[config.mk]
export PLATFORM = sky130hd
export DESIGN_NAME = scie_fir_sequencer
export DESIGN_NICKNAME = d
export VERILOG_FILES = /design/src/rtl/scie_fir_sequencer.sv
export SDC_FILE = /design/constraint.sdc
export NUM_CORES = 1
export LEC_CHECK = 0
export ABC_AREA = 1
export BUFFER_PORTS_ARGS = -buffer_cell sky130_fd_sc_hd__buf_2
export CAP_MARGIN = 0
export CORE_UTILIZATION = 44
export CTS_CLUSTER_DIAMETER = 30
export DETAILED_ROUTE_END_ITERATION = 16
export PLACE_DENSITY = 0.8
export RECOVER_POWER = 100
export SYNTH_ARGS = -nofsm -noshare
export SYNTH_HDL_FRONTEND = slang
export SYNTH_SLANG_ARGS = --single-unit
[constraint.sdc]
create_clock -name clock -period 2.8 [get_ports clock]
set_input_delay 0.14 -clock clock [delete_from_list [all_inputs] [get_ports clock]]
set_output_delay 0.14 -clock clock [all_outputs]
set_load 0.01 [all_outputs]
[src/rtl/scie_fir_sequencer.sv]
// scie_fir_sequencer: sequences coefficient loads, sample pushes and result reads into a SCIE FIR datapath.
module scie_fir_sequencer #(
  parameter int NTAPS = 5,
  parameter int W = 16,
  parameter int GAP = 1
) (
  input  logic                       clock,
  input  logic                       reset,
  input  logic                       io_cfg_valid,
  output logic                       io_cfg_ready,
  input  logic [$clog2(NTAPS)-1:0]   io_cfg_idx,
  input  logic [W-1:0]               io_cfg_real,
  input  logic [W-1:0]               io_cfg_imag,
  input  logic                       io_in_valid,
  output logic                       io_in_ready,
  input  logic [W-1:0]               io_in_real,
  input  logic [W-1:0]               io_in_imag,
  output logic                       io_out_valid,
  input  logic                       io_out_ready,
  output logic [W-1:0]               io_out_real,
  output logic [W-1:0]               io_out_imag,
  output logic                       io_dp_valid,
  output logic [31:0]                io_dp_insn,
  output logic [W-1:0]               io_dp_rs1_real,
  output logic [W-1:0]               io_dp_rs1_imag,
  output logic [31:0]                io_dp_rs2,
  input  logic [W-1:0]               io_dp_rd_real,
  input  logic [W-1:0]               io_dp_rd_imag,
  output logic                       io_coef_ok,
  output logic                       io_busy
);
  localparam int GW = $clog2(GAP + 2);
  typedef enum logic [2:0] {S_IDLE, S_LOAD, S_PUSH, S_GAP, S_READ, S_CAPT} state_t;
  state_t state;
  logic [NTAPS-1:0] mask;
  logic [GW-1:0] cnt;
  assign io_coef_ok = &mask;
  assign io_busy = state != S_IDLE;
  assign io_cfg_ready = state == S_IDLE;
  // a pending cfg write always wins over a sample in the same cycle
  assign io_in_ready = state == S_IDLE && io_coef_ok && !io_out_valid && !io_cfg_valid;
  always_ff @(posedge clock or posedge reset) begin
    if (reset) begin
      state <= S_IDLE;
      mask <= '0;
      cnt <= '0;
      io_out_valid <= 1'b0;
      io_out_real <= '0;
      io_out_imag <= '0;
      io_dp_valid <= 1'b0;
      io_dp_insn <= '0;
      io_dp_rs1_real <= '0;
      io_dp_rs1_imag <= '0;
      io_dp_rs2 <= '0;
    end else begin
      io_dp_valid <= 1'b0;
      io_dp_insn <= '0;
      if (io_out_valid && io_out_ready) begin
        io_out_valid <= 1'b0;
        io_out_real <= '0;
        io_out_imag <= '0;
      end
      case (state)
        S_IDLE:
          if (io_cfg_valid) begin
            if (int'(io_cfg_idx) < NTAPS) begin
              state <= S_LOAD;
              io_dp_valid <= 1'b1;
              io_dp_insn <= 32'd11;
              io_dp_rs1_real <= io_cfg_real;
              io_dp_rs1_imag <= io_cfg_imag;
              io_dp_rs2 <= 32'(io_cfg_idx);
              mask[io_cfg_idx] <= 1'b1;
            end
          end else if (io_in_ready && io_in_valid) begin
            state <= S_PUSH;
            io_dp_valid <= 1'b1;
            io_dp_insn <= 32'd43;
            io_dp_rs1_real <= io_in_real;
            io_dp_rs1_imag <= io_in_imag;
            io_dp_rs2 <= '0;
          end
        S_LOAD: state <= S_IDLE;
        S_PUSH: begin
          cnt <= '0;
          state <= GAP == 0 ? S_READ : S_GAP;
          io_dp_valid <= GAP == 0;
          io_dp_insn <= GAP == 0 ? 32'd91 : 32'd0;
        end
        S_GAP:
          if (cnt == GW'(GAP - 1)) begin
            state <= S_READ;
            io_dp_valid <= 1'b1;
            io_dp_insn <= 32'd91;
          end else cnt <= cnt + 1'b1;
        S_READ: state <= S_CAPT;
        S_CAPT: begin
          state <= S_IDLE;
          io_out_valid <= 1'b1;
          io_out_real <= io_dp_rd_real;
          io_out_imag <= io_dp_rd_imag;
        end
        default: state <= S_IDLE;
      endcase
    end
  end
endmodule

Yosys cells after proc, flatten, opt, wreduce, memory -nomap -nowiden
Cells that the tools add are included.
{"block": "totals", "register_bits": 140, "latchBits": 0, "mem_bits_rw": 0, "romBits": 0, "input_bits": 104, "out_inout_bits": 134, "wordCells": 77, "n_memories": 0}
{"block": "op_classes", "n_addsub": 1, "n_mul": 0, "div_mod_pow": 0, "magnitude_cmp": 3, "eq_ne": 9, "shift": 0, "mux": 33, "bitwise": 1, "n_reduce_logical": 19}
{"cell": "$mux W16", "count": 9}
{"cell": "$mux W32", "count": 4}
{"cell": "$pmux W32 S2", "count": 1}
{"cell": "$mux W3", "count": 4}
{"cell": "$pmux W3 S4", "count": 1}
{"cell": "$reduce_and A3 Y1", "count": 3}
{"cell": "$mux W1", "count": 7}
{"cell": "$mux W7", "count": 1}
{"cell": "$eq A3 B2 Y1 const B", "count": 2}
{"cell": "$eq A3 B3 Y1 const B", "count": 2}
{"cell": "$logic_and A1 B1 Y1", "count": 6}
{"cell": "$mux W6", "count": 1}
{"cell": "$ne A3 B2 Y1 const B", "count": 2}
{"cell": "$reduce_bool A2 Y1", "count": 3}
{"cell": "$or A5 B5 Y5", "count": 1}
{"cell": "$reduce_and A5 Y1", "count": 1}
{"cell": "$lt A3 B4 Y1 const B", "count": 1}
{"cell": "$mux W4", "count": 1}
{"cell": "$ne A2 B2 Y1 const B", "count": 2}
{"cell": "$pmux W2 S2", "count": 1}
{"cell": "$demux W1 S3", "count": 1}
{"cell": "$ge A3 B1 Y1 const B", "count": 1}
{"cell": "$logic_not A3 Y1", "count": 1}
{"cell": "$lt A3 B3 Y1 const B", "count": 1}
{"cell": "other kinds (8)", "count": 9}

Longest topological paths before layout
{"block": "logic_depth", "ltp_word": 8, "mapped_depth": 10, "ltp_nobuf": 8}

Least setup slack after synthesis
No wires, ideal clock.
{"block": "synth_path", "kind": "reg-to-reg", "start": "reg state[0]", "end": "reg io_dp_rs1_real[7]", "setup_ps": 117, "arrival_ps": 1269, "required_ps": 2683, "path_slack_ps": 1414, "stages_incl_launch_ff": 11, "n_path_buf": 2, "synth_period_minus_slack_ps": 1386, "path_cell_list": "dfrtp_1 -> buf_6 -> nor2_4 -> nand2_2 -> nor2_2 -> nand3_2 -> nand2_4 -> inv_4 -> buf_6 -> nand2_1 -> nand2_1"}
{"block": "synth_via", "elab_chain_len": 7}
{"item": "start, declared", "line": "34", "text": "state_t state;"}
{"item": "start signal, assigned", "line": "86", "text": "state <= GAP == 0 ? S_READ : S_GAP;"}
{"item": "$logic_not A3 Y1 *", "line": "41, 63"}
{"item": "$logic_and A1 B1 Y1 (3 in series)", "line": "41", "text": "assign io_in_ready = state == S_IDLE && io_coef_ok && !io_out_valid && !io_cfg_valid;"}
{"item": "$logic_and A1 B1 Y1", "line": "75", "text": "end else if (io_in_ready && io_in_valid) begin"}
{"item": "$reduce_bool A2 Y1 (no line)"}
{"item": "$reduce_and A3 Y1 (no line) *"}
{"item": "end signal, assigned", "line": "70", "text": "io_dp_rs1_real <= io_cfg_real;"}
{"item": "end signal, assigned", "line": "79", "text": "io_dp_rs1_real <= io_in_real;"}
{"item": "end, declared", "line": "24", "text": "output logic [W-1:0] io_dp_rs1_real,"}
Mark *: on every way between the ends. The rest lies on a longest branch, timed or not.
A chain may end at the register's enable or synchronous reset.

Worst setup path in the final report
{"block": "layout_path", "start": "reg state[1]", "end": "reg io_dp_rs1_real[5]"}
Same word-level chain as after synthesis.

==> flow_summary.ini <==
[synth]
synth-simple-area-share = 0.3411
synth_top_area_cell = dfrtp_1
synth_top_area_share = 0.4856
avgSynthCellArea_sq_um = 7.831
muxShareOfSynthArea = 0
synth_compound_area_frac = 0.01289
seq_area_frac_synth = 0.4856
yosysWarnings = 0
synth_top_family_by_area = simple AND/OR/NAND/NOR gates
synth_fa_ha_area_frac = 0.002998
synth_seq_cells = 81
synth_cell_types = 24
synthTopCellsByArea = dfrtp_1 (49%), nand2_1 (22%), buf_4 (11%)
synth_area_sq_um = 4174
synthXorXnorAreaFrac = 0
syn-instance-count = 533

[finish]
multi_input_area_sq_um = 1667
seq_area_sq_um = 2027
fin_util = 0.5399
final_cells = 817
fill_cells = 895
antenna_cells = 0
area_growth_syn_to_layout_pct = 18.94
drive_gt1_frac = 0.1884
layout_commonest_cell = nand2_1
nets = 806
fin_area_sq_um = 4965
layout_common_cells = nand2_1 (248), buf_2 (103), dfrtp_1 (81), clkbuf_1 (80), nand3_1 (72)

[sta]
fin_skew_ps = 10.94
holdWs_ps = 15.54
fmax_mhz = 482.4
slew_viol_final = 42
period_needed_ps = 2073
finalHoldViolCount = 0
grt_setup_unrepaired = no
slew_headroom = -0.1644
setup_tns_ps = 0
fin_ws_ps = 727.1
worst_slew_pin_slew_ps = 1737
setup_viol = 0
fin_crit_sh = 0.7403

[floorplanning]
die_x_um = 99.40
start_util = 0.4539
die-height_um = 99.40
ios = 238
core-area_sq_um = 9196
die_area_sq_um = 9880
rows = 35

[min_path]
hp-class = in2reg

[cts]
post-cts-setup-buffers = 0
cts_buffers = 9
root_buffer = clkbuf_8
insertion_delay_ps = 350
holdBufCountCts = 1
cts_tree = built
cts_sinks = 81
path_clk_slew_ps = 90
cts.repair.resized = 0
clk_path_buf_depth = 2
htree_num_levels = 3

[pwr]
power_leakage_nw = 2.908
p_per_area_nw_per_um2 = 954.5
peakVddDrop_uv = 323.8
power_mw = 4.739

[routing]
avgViaCountPerCell = 4.674
antenna_left = 0
wl_per_cell_um = 12.38
drt_wl_total_mm = 10.12
drt-initial-drc-count = 145
drt_pass1_iterations = 4
vias = 3819
drcViolationCount = 0

[grt]
grt_pass1_vias = 3607
grt_use_total = 0.2086
grt_pass1_wl_mm = 16.24
grt_overflow = 0
grt_max_degree = 42
antenna_found_initial = 0

[worst_setup_path]
crit_arrival_ps = 2310
path_max_fanout = 36
end_kind = flop
critical_path_class = reg2reg
start_kind = flop
cp.required_ps = 3040

[run]
maxCapViolations = 1

[place]
port_buffers = 182
dpl-instance-area_sq_um = 4882
hpwl_mm = 7.443
place_ws_ps = 867.1
dp.cells = 800
place.gp.congestion = 0.9215

[outcome]
violations = capacitance limit, slew limit
status = finished with violations
registers in the layout (all words and copies together), names as in the netlist:
signal,count
io_dp_rs2,3
cnt,2
io_out_real,16
state,3
io_out_valid,1
io_dp_rs1_real,16
io_out_imag,16
io_dp_rs1_imag,16
io_dp_insn,3
mask,5
path summary, 6_finish.rpt:
check,end,start,slack [ps],cells after the start
max in group asynchronous,io_out_real[10],reset,930,4
min in group asynchronous,io_dp_insn[4],reset,750,3
min reg2reg,mask[4],mask[4],460,2
max,io_dp_rs1_real[5],state[1],730,8
max reg2reg,io_dp_rs1_real[5],state[1],730,8
min,io_out_real[6],io_dp_rd_real[6],20,3
cell usage after synthesis:
cell type	number
nand2_2	10
ha_1	1
buf_6	4
nor2_4	1
inv_1	16
o21ai_1	1
buf_2	1
a22o_1	1
conb_1	1
dfrtp_1	81
buf_4	62
nor2_2	3
inv_2	1
nand2_4	1
nor2_1	9
inv_4	1
nor4_1	1
o21ai_0	2
nand2_1	241
nand3_1	71
clkbuf_1	17
nand3_2	2
o21bai_1	4
buf_1	1
report_power, final:
| part | internal, mW | switching, mW |
|---|---|---|
| Clock | 0.438 | 0.432 |
| Combinational | 0.600 | 1.27 |
| Sequential | 1.69 | 0.314 |
| Total | 2.73 | 2.01 |
final cells by class:
class	count	share of cell area
clock inverter	6	0.01361
inverter	18	0.01436
sequential	81	0.4083
tap	111	0.02797
multi-input combinational	403	0.3357
clock buffer	10	0.02772
timing repair buffer	188	0.1724
cells by family (layout without fill, tap and decap cells):
| logic type | Yosys count | after routing |
|---|---|---|
| buffers and inverters | 103 | 222 |
| and+or+nand+nor | 339 | 339 |
| AOI/OAI and AO/OA | 8 | 8 |
| adders and majority gates | 1 | 1 |
| DFF | 81 | 81 |
| other | 1 | 55 |
per-layer routing:
layer / wire [um] / global-route usage
met1: 4118 / 0.2466
met2: 5189 / 0.3627
met3: 558 / 0.04427
met4: 251 / 0.09955
met5: 0 / 0
critical path: stages, from the launching register on:
cell     delay, ps
dfrtp_1        440
nor2_1         310
nand3_1        220
inv_1          150
nand2_1        100
nand2_4        310
inv_4          220
nand2_1        130
nand2_1         60
No activity file was read; power rests on OpenSTA's default activity.
